`config.mk`:
```
export PLATFORM = sky130hd
export DESIGN_NAME = music_player
export DESIGN_NICKNAME = d
export VERILOG_FILES = /design/src/rtl/music_player.sv
export SDC_FILE = /design/constraint.sdc
export NUM_CORES = 1
export LEC_CHECK = 0
export CORE_MARGIN = 5
export CORE_UTILIZATION = 35
export DETAILED_ROUTE_END_ITERATION = 8
export SYNTH_ARGS = -nofsm -noshare
export SYNTH_HDL_FRONTEND = slang
export SYNTH_SLANG_ARGS = --single-unit
```
`constraint.sdc`:
```
create_clock -name clk -period 5 [get_ports clk]
set_clock_uncertainty 0.15 [all_clocks]
set_input_delay 1 -clock clk [delete_from_list [all_inputs] [get_ports clk]]
set_output_delay 1 -clock clk [all_outputs]
set_load 0.02 [all_outputs]
```
`src/rtl/music_player.sv`:
```
// Song sequencer: walks the sheet ROM by index, plays each note as a square wave
// for its duration, inserts a silent gap, and pulses finished at the end of the song.
module music_player #(
  parameter int TICK_CYCLES = 6250000,
  parameter int GAP_CYCLES  = 2500000,
  parameter int LAST_INDEX  = 1023
) (
  input  logic        clk,
  input  logic        reset,
  input  logic        play,
  input  logic        stop,
  input  logic [19:0] note,
  input  logic [4:0]  duration,
  input  logic        done,
  output logic [9:0]  number,
  output logic        speaker,
  output logic        playing,
  output logic        finished
);

  typedef enum logic [2:0] {IDLE, LOAD, PLAY, GAP, FIN} state_t;

  localparam logic [22:0] TICK_LAST = 23'(TICK_CYCLES - 1);
  localparam logic [22:0] GAP_LAST  = (GAP_CYCLES == 0) ? 23'd0 : 23'(GAP_CYCLES - 1);
  localparam logic [9:0]  LAST_NUM  = 10'(LAST_INDEX);

  state_t      state;
  logic [19:0] note_r;
  logic [4:0]  dur_r;
  logic        last_r;
  logic [18:0] tone_cnt;
  logic [22:0] tick_cnt;
  logic [4:0]  unit_cnt;
  logic [22:0] gap_cnt;
  logic [18:0] half_last;
  logic        is_rest;

  assign half_last = note_r[19:1] - 19'd1;
  assign is_rest   = (note_r < 20'd2);
  assign playing   = (state == LOAD) || (state == PLAY) || (state == GAP);

  always_ff @(posedge clk or posedge reset) begin
    if (reset) begin
      state    <= IDLE;
      number   <= '0;
      speaker  <= 1'b0;
      finished <= 1'b0;
      note_r   <= '0;
      dur_r    <= '0;
      last_r   <= 1'b0;
      tone_cnt <= '0;
      tick_cnt <= '0;
      unit_cnt <= '0;
      gap_cnt  <= '0;
    end else if (stop && state != IDLE) begin
      // Abort wins over every other transition and never produces finished.
      state    <= IDLE;
      number   <= '0;
      speaker  <= 1'b0;
      finished <= 1'b0;
    end else begin
      finished <= 1'b0;
      case (state)
        IDLE: begin
          speaker <= 1'b0;
          number  <= '0;
          if (play) state <= LOAD;
        end
        LOAD: begin
          note_r   <= note;
          dur_r    <= (duration == 5'd0) ? 5'd1 : duration;
          last_r   <= done;
          tone_cnt <= '0;
          tick_cnt <= '0;
          unit_cnt <= '0;
          speaker  <= 1'b0;
          state    <= PLAY;
        end
        PLAY: begin
          if (is_rest) begin
            speaker <= 1'b0;
          end else if (tone_cnt == half_last) begin
            speaker  <= ~speaker;
            tone_cnt <= '0;
          end else begin
            tone_cnt <= tone_cnt + 19'd1;
          end
          if (tick_cnt == TICK_LAST) begin
            tick_cnt <= '0;
            unit_cnt <= unit_cnt + 5'd1;
            // Last cycle of the note: silence overrides any pending toggle.
            if (unit_cnt == dur_r - 5'd1) begin
              state   <= GAP;
              speaker <= 1'b0;
              gap_cnt <= '0;
            end
          end else begin
            tick_cnt <= tick_cnt + 23'd1;
          end
        end
        GAP: begin
          speaker <= 1'b0;
          if (gap_cnt >= GAP_LAST) begin
            if (last_r || number == LAST_NUM) begin
              state    <= FIN;
              finished <= 1'b1;
            end else begin
              number <= number + 10'd1;
              state  <= LOAD;
            end
          end else begin
            gap_cnt <= gap_cnt + 23'd1;
          end
        end
        FIN: begin
          state  <= IDLE;
          number <= '0;
        end
        default: state <= IDLE;
      endcase
    end
  end

endmodule

```
== After elaboration in Yosys (flattened, before gate mapping) ==
Cells that the tools add are included.

* Register bits: 111
* Bits in latches: 0
* Bits in writable memories: 0
* Memory bits (read-only): 0
* Input port bits: 30
* Logic and storage cells: 92
* Memories: 0

* Add/subtract/negate cells: 7
* Multipliers: 0
* Div/mod/pow operators: 0
* $lt $le $gt $ge: 2
* Eq/ne operators: 17
* Shifts and indexed selects: 0
* Muxes and demuxes: 33
* Bitwise gates (word level): 2
* Reductions and logical operators: 20

{| class="wikitable"
|+ Operators by type and width
! kind !! number
|-
| 23-bit 2-to-1 mux || 4
|-
| 23-bit one-hot mux with 2 select lines || 2
|-
| 23-bit by 1-bit adder with 23-bit output, second input constant || 2
|-
| 19-bit 2-to-1 mux || 2
|-
| 19-bit one-hot mux with 2 select lines || 1
|-
| 10-bit 2-to-1 mux || 3
|-
| 23-bit == test, second input constant || 1
|-
| 23-bit by 22-bit greater-or-equal comparator with 1-bit output, second input constant || 1
|-
| 20-bit by 2-bit less-than comparator with 1-bit output, second input constant || 1
|-
| 10-bit one-hot mux with 2 select lines || 1
|-
| 19-bit by 1-bit adder with 19-bit output, second input constant || 1
|-
| 19-bit == test || 1
|-
| 19-bit by 1-bit subtractor with 19-bit output, second input constant || 1
|-
| 3-bit 2-to-1 mux || 6
|-
| 3-bit one-hot mux with 4 select lines || 1
|-
| 10-bit by 1-bit adder with 10-bit output, second input constant || 1
|-
| 10-bit == test, second input constant || 1
|-
| 5-bit 2-to-1 mux || 2
|-
| 5-bit one-hot mux with 2 select lines || 1
|-
| 1-bit 2-to-1 mux || 9
|-
| 3-bit by 1-bit inequality test with 1-bit output, second input constant || 3
|-
| 3-bit AND reduction || 3
|-
| 3-bit nonzero test || 3
|-
| 3-bit by 2-bit == test with 1-bit output, second input constant || 2
|-
| other kinds (20) || 28
|}

== Logic depth before layout (Yosys ltp) ==
* Depth in word-level cells: 8
* Depth in mapped cells: 11
* Mapped depth without buffers: 10

== Least setup slack after synthesis ==
Ideal clock, no wire load.

* Path type: register to register
* From: register note_r[1]
* To: register tone_cnt[2]
* Setup time: 0.121 ns
* Data arrival time: 2.779 ns
* Required time: 4.729 ns
* Slack: 1.950 ns
* Stages on the path, launching flop included: 12
* Path buffers: 1
* Period minus slack after synthesis: 3.050 ns
* Path through: dfrtp_1 -> inv_1 -> ha_1 -> or3b_2 -> nor4b_2 -> a311oi_1 -> nand4bb_1 -> or4_4 -> o21ai_4 -> buf_6 -> o21ai_0 -> a22o_1

* Longest elaborated chain between the ends: 5

{| class="wikitable"
|+ Ends and longest elaborated chain
! item !! RTL line !! source
|-
| start, declared || 28 || <nowiki>logic [19:0] note_r;</nowiki>
|-
| start signal, assigned || 70 || <nowiki>note_r <= note;</nowiki>
|-
| 19-bit by 1-bit subtractor with 19-bit output || 38 || <nowiki>assign half_last = note_r[19:1] - 19'd1;</nowiki>
|-
| 19-bit == test || 82 || <nowiki>end else if (tone_cnt == half_last) begin</nowiki>
|-
| 19-bit 2-to-1 mux || 82 ||
|-
| 19-bit 2-to-1 mux || 80 || <nowiki>if (is_rest) begin</nowiki>
|-
| 19-bit one-hot mux with 2 select lines || 63 || <nowiki>case (state)</nowiki>
|-
| end signal, assigned || 86 || <nowiki>tone_cnt <= tone_cnt + 19'd1;</nowiki>
|-
| end, declared || 31 || <nowiki>logic [18:0] tone_cnt;</nowiki>
|}

Several ways; a longest one is shown, not always the timed one. The select of a mux whose other input is x is not followed.
A chain may end at the register's enable or synchronous reset.

== Worst setup path after layout ==
* From: register tick_cnt[6]
* To: register gap_cnt[13]

* Longest elaborated chain between the ends: 3

{| class="wikitable"
|+ Ends and longest elaborated chain
! item !! RTL line !! source
|-
| start, declared || 32 || <nowiki>logic [22:0] tick_cnt;</nowiki>
|-
| start signal, assigned || 98 || <nowiki>tick_cnt <= tick_cnt + 23'd1;</nowiki>
|-
| 23-bit == test || 88 || <nowiki>if (tick_cnt == TICK_LAST) begin</nowiki>
|-
| 2-bit by 1-bit inequality test with 1-bit output (no line) || - ||
|-
| 5-bit AND reduction (no line) || - ||
|-
| end signal, assigned || 112 || <nowiki>gap_cnt <= gap_cnt + 23'd1;</nowiki>
|-
| end, declared || 34 || <nowiki>logic [22:0] gap_cnt;</nowiki>
|}

Every way passes these cells.

==> reports/summary.log <==
INFO  status         outcome=finished clean
INFO  worst_setup_path worst_ep_arrival_time=3.64ns
INFO  detailed_routing route.final.wire_length=14.7mm
INFO  logic_synthesis post_synth_xor_area_fraction=0.0826
INFO  detailed_routing post_drt_via_cell_ratio=5.51
INFO  logic_synthesis syn-num-nets=721
INFO  floorplan      die_outline_width=144um
INFO  worst_setup_path crit_fanout=22
INFO  detailed_routing antenna_left=0
INFO  logic_synthesis post_synthesis_register_bit_count=110
INFO  worst_setup_path cp_cell_sequence=or4b_2 > nor4b_1 > and4_1 > and4_1 > o21a_1 > nand4_1 > xnor2_1 > nor2_1
INFO  floorplan      floorplan_core_area=17400um^2
INFO  worst_setup_path timing.reg2reg.setup_slack=1.41ns
INFO  timing         finalHoldViolations=0
INFO  clock_network  clock_insertion_delay_worst_skew=0.35ns
INFO  floorplan      std_cell_rows=48
INFO  detailed_routing drc=0
INFO  worst_setup_path r2r.worst_path.cells=8
INFO  worst_setup_path cp_slowest_stage_delay=0.68ns
INFO  worst_hold_path hold_path_startpoint=tick_cnt[22]
INFO  grt            track_usage=0.151
INFO  worst_hold_path hold_path_end=tick_cnt[22]
INFO  clock_network  clock_tree.buffer_depth=2
INFO  power_and_ir_drop ir_worst_vdd=190uV
INFO  logic_synthesis post_synth_mux_area_share=0.0388
INFO  timing         holdWs=0.345ns
INFO  floorplan      chipHeight=144um
INFO  final_layout   insertedDiodeCount=0
INFO  floorplan      design.portCount=43
INFO  worst_setup_path critical_path_required=5.05ns
INFO  job            max-cap-violations=0
INFO  grt            grt_pass1_vias=5179
INFO  detailed_routing via_count=5223
INFO  power_and_ir_drop leakage=3.00nW
INFO  final_layout   area.growth.synth_to_final=14.9%
INFO  worst_setup_path path_common_cell=sky130_fd_sc_hd__and4_1
INFO  worst_setup_path critPathKind=reg2reg
INFO  logic_synthesis synth-warning-count=0
INFO  grt            maximum_number_of_pins_on_one_net_before_global_route_repair=70
INFO  final_layout   nNetsFinal=755
INFO  worst_setup_path worst_r2r_startpoint=tick_cnt[6]
INFO  worst_setup_path cp_slowest_cell=sky130_fd_sc_hd__or4b_2
INFO  floorplan      die_footprint=20600um^2
INFO  grt            globalRoute.totalOverflow=0
INFO  timing         grt_setup_unrepaired=false
INFO  place          gp_congestion=0.889
INFO  worst_hold_path hold-path-cell-count=1
INFO  grt            grt_first_pass_wirelength=25.5mm
INFO  place          placed_cell_area=6910um^2
INFO  logic_synthesis largest_family_of_logic_cells_by_synthesized_area=simple AND/OR/NAND/NOR gates
INFO  logic_synthesis post_synth_inst_count=684
INFO  worst_setup_path end_kind=flop
INFO  logic_synthesis post_synth.cell_area_avg=9.15um^2
INFO  clock_network  cts_hold_repair.buffers=0
INFO  detailed_routing first_pass_iters=5
INFO  logic_synthesis post_synth_edffs=0
INFO  final_layout   drive_gt1_frac=0.0705
INFO  logic_synthesis fraction_of_the_mapped_netlist_area_in_simple_logic_gates=0.261
INFO  clock_network  cts_setup_buffers=0
INFO  clock_network  clk_pin_slew=0.08ns
INFO  timing         setup-tns-final=0ns
INFO  clock_network  cts_repair_resizes=0
INFO  clock_network  clock_sink_count=110
INFO  timing         setup_violations=0
INFO  clock_network  ctsHtreeMaxLevel=3
INFO  clock_network  clock-root-buffer=sky130_fd_sc_hd__clkbuf_16
INFO  floorplan      initial_utilization=0.359
INFO  grt            number_of_antenna_violations_at_the_first_check_in_global_routing=0
INFO  timing         post-route-min-period=3.59ns
INFO  worst_setup_path setup.worst_path.start=tick_cnt[6]
INFO  detailed_routing routedWlPerCell=15.5um
INFO  timing         timing.slew.headroom=0.189
INFO  logic_synthesis synth-seq-area-share=0.440
INFO  place          numPortBuffers=41
INFO  place          dp_hpwl=10.3mm
INFO  worst_setup_path r2r-end=gap_cnt[13]
INFO  detailed_routing drt_iter0_markers=308
INFO  worst_setup_path critical_path.startpoint_type=flop
INFO  logic_synthesis post_synth_adder_cell_area=0.0140
INFO  logic_synthesis netlist-cell-type-count=64
INFO  clock_network  tritoncts=done
INFO  clock_network  tritoncts.num_buffers=9
INFO  final_layout   design_area=7190um^2
INFO  worst_hold_path min-delay-path-class=reg2reg
INFO  power_and_ir_drop powerDensity=417nW/um^2
INFO  timing         fin_crit_sh=0.719
INFO  logic_synthesis synth_compound_gate_area_share=0.137
INFO  logic_synthesis netlist_area=6260um^2
INFO  timing         worst_slew_pin_slew=1.21ns
INFO  logic_synthesis ys.flop_type=sky130_fd_sc_hd__dfrtp_1
INFO  timing         slew_violations=0
INFO  timing         fmax=278MHz
INFO  logic_synthesis synth-async-reset-ratio=1.00
INFO  final_layout   final_core_utilization=0.413
[final cells by class]
class / instances / area [um^2]
fill: 1720 / 10200
multi-input combinational: 534 / 3340
sequential: 110 / 2750
timing repair buffer: 46 / 460
tap: 225 / 282
clock buffer: 10 / 229
inverter: 17 / 66.3
clock inverter: 6 / 56.3
[stage by stage]
step / power [mW] / cells / setup slack [ns]
finish: 3.00 / 948 / 1.41
global route: 3.24 / 948 / 0.990
CTS: 3.03 / 948 / 1.37
detailed placement: 2.31 / 932 / 1.44
global placement: 2.27 / 932 / 1.52
floorplan: 2.04 / 684 / 0.948
[report_power, final]
part | switching [mW] | leakage [nW] | internal (mW)
clock | 0.352 | 0.140 | 0.348
sequential | 0.253 | 1.47 | 1.05
combinational | 0.556 | 1.39 | 0.440
[worst max-delay path by stage]
stage / to / slack, ns / depth (start not counted)
finish: gap_cnt[13] / 1.41 / 8
global route: tone_cnt[17] / 0.99 / 8
CTS: gap_cnt[13] / 1.37 / 8
detailed placement: tone_cnt[6] / 1.44 / 10
global placement: tick_cnt[19] / 1.52 / 7
floorplan: dur_r[0] / 0.95 / 1
[cells by family (layout without fill, tap and decap cells)]
group                      after synthesis  count (layout)
DFF                                    110             110
xor gates and xnor gates                59              59
muxes                                   22              22
adders and majority gates                7               7
AOI/OAI and AO/OA                      134             134
buffers and inverters                   40              79
and+or+nand+nor                        312             312
[cell usage after synthesis (6+ instances only)]
cell type	number	area, um^2
sky130_fd_sc_hd__dfrtp_1	110	2750
sky130_fd_sc_hd__nor2_1	71	267
sky130_fd_sc_hd__nand2_1	61	229
sky130_fd_sc_hd__o21ai_0	60	300
sky130_fd_sc_hd__xor2_1	41	359
sky130_fd_sc_hd__nand3_1	39	195
sky130_fd_sc_hd__and3_1	28	175
sky130_fd_sc_hd__nand4_1	20	125
sky130_fd_sc_hd__mux2_2	18	203
sky130_fd_sc_hd__nor3_1	18	90.1
sky130_fd_sc_hd__xnor2_1	18	158
sky130_fd_sc_hd__clkbuf_1	16	60.1
sky130_fd_sc_hd__inv_1	16	60.1
sky130_fd_sc_hd__nor2b_1	16	100
sky130_fd_sc_hd__nor4_1	15	93.8
sky130_fd_sc_hd__a22o_1	12	105
sky130_fd_sc_hd__and4_1	9	78.8
sky130_fd_sc_hd__a31oi_1	8	50.1
sky130_fd_sc_hd__o21ai_1	8	40.0
sky130_fd_sc_hd__o31ai_1	8	60.1
sky130_fd_sc_hd__a21oi_1	7	35.0
sky130_fd_sc_hd__ha_1	7	87.6
sky130_fd_sc_hd__or3_1	6	37.5
[per-layer routing]
metal,vias to the layer above,part of all wire,global-route usage
met1,2572,0.47,0.208
met4,0,0.014,0.0456
met3,13,0.036,0.0280
li1,2552,-,-
met5,-,0,0
met2,86,0.48,0.242
[cell usage in the layout, fill, tap and decap left out, drive strengths merged, types with 5 or more instances in the layout]
| master | netlist | layout |
|---|---|---|
| a21oi | 7 | 7 |
| a22o | 12 | 12 |
| a31oi | 8 | 8 |
| and3 | 28 | 28 |
| and4 | 9 | 9 |
| buf | 6 | 5 |
| clkbuf | 17 | 10 |
| clkdlybuf4s50 | 0 | 41 |
| clkinv | 1 | 5 |
| dfrtp | 110 | 110 |
| ha | 7 | 7 |
| inv | 16 | 18 |
| mux2 | 18 | 18 |
| nand2 | 61 | 61 |
| nand3 | 39 | 39 |
| nand4 | 20 | 20 |
| nor2 | 72 | 72 |
| nor2b | 16 | 16 |
| nor3 | 18 | 18 |
| nor4 | 15 | 15 |
| o21ai | 69 | 69 |
| o31ai | 8 | 8 |
| or3 | 6 | 6 |
| xnor2 | 18 | 18 |
| xor2 | 41 | 41 |
[registers in the layout, summed over array words and instances, names as in the netlist, 3 cells and up]
| name | flops |
|---|---|
| dur_r | 5 |
| gap_cnt | 23 |
| note_r | 19 |
| number | 10 |
| state | 3 |
| tick_cnt | 23 |
| tone_cnt | 19 |
| unit_cnt | 5 |
[critical path, delay by kind of cell (launching register included)]
kind | cells | cell delay (ns)
xor gates and xnor gates | 1 | 0.26
and+or+nand+nor | 6 | 2.02
AOI/OAI and AO/OA | 1 | 0.59
DFF | 1 | 0.42
Power figures use the tool's default switching activity.
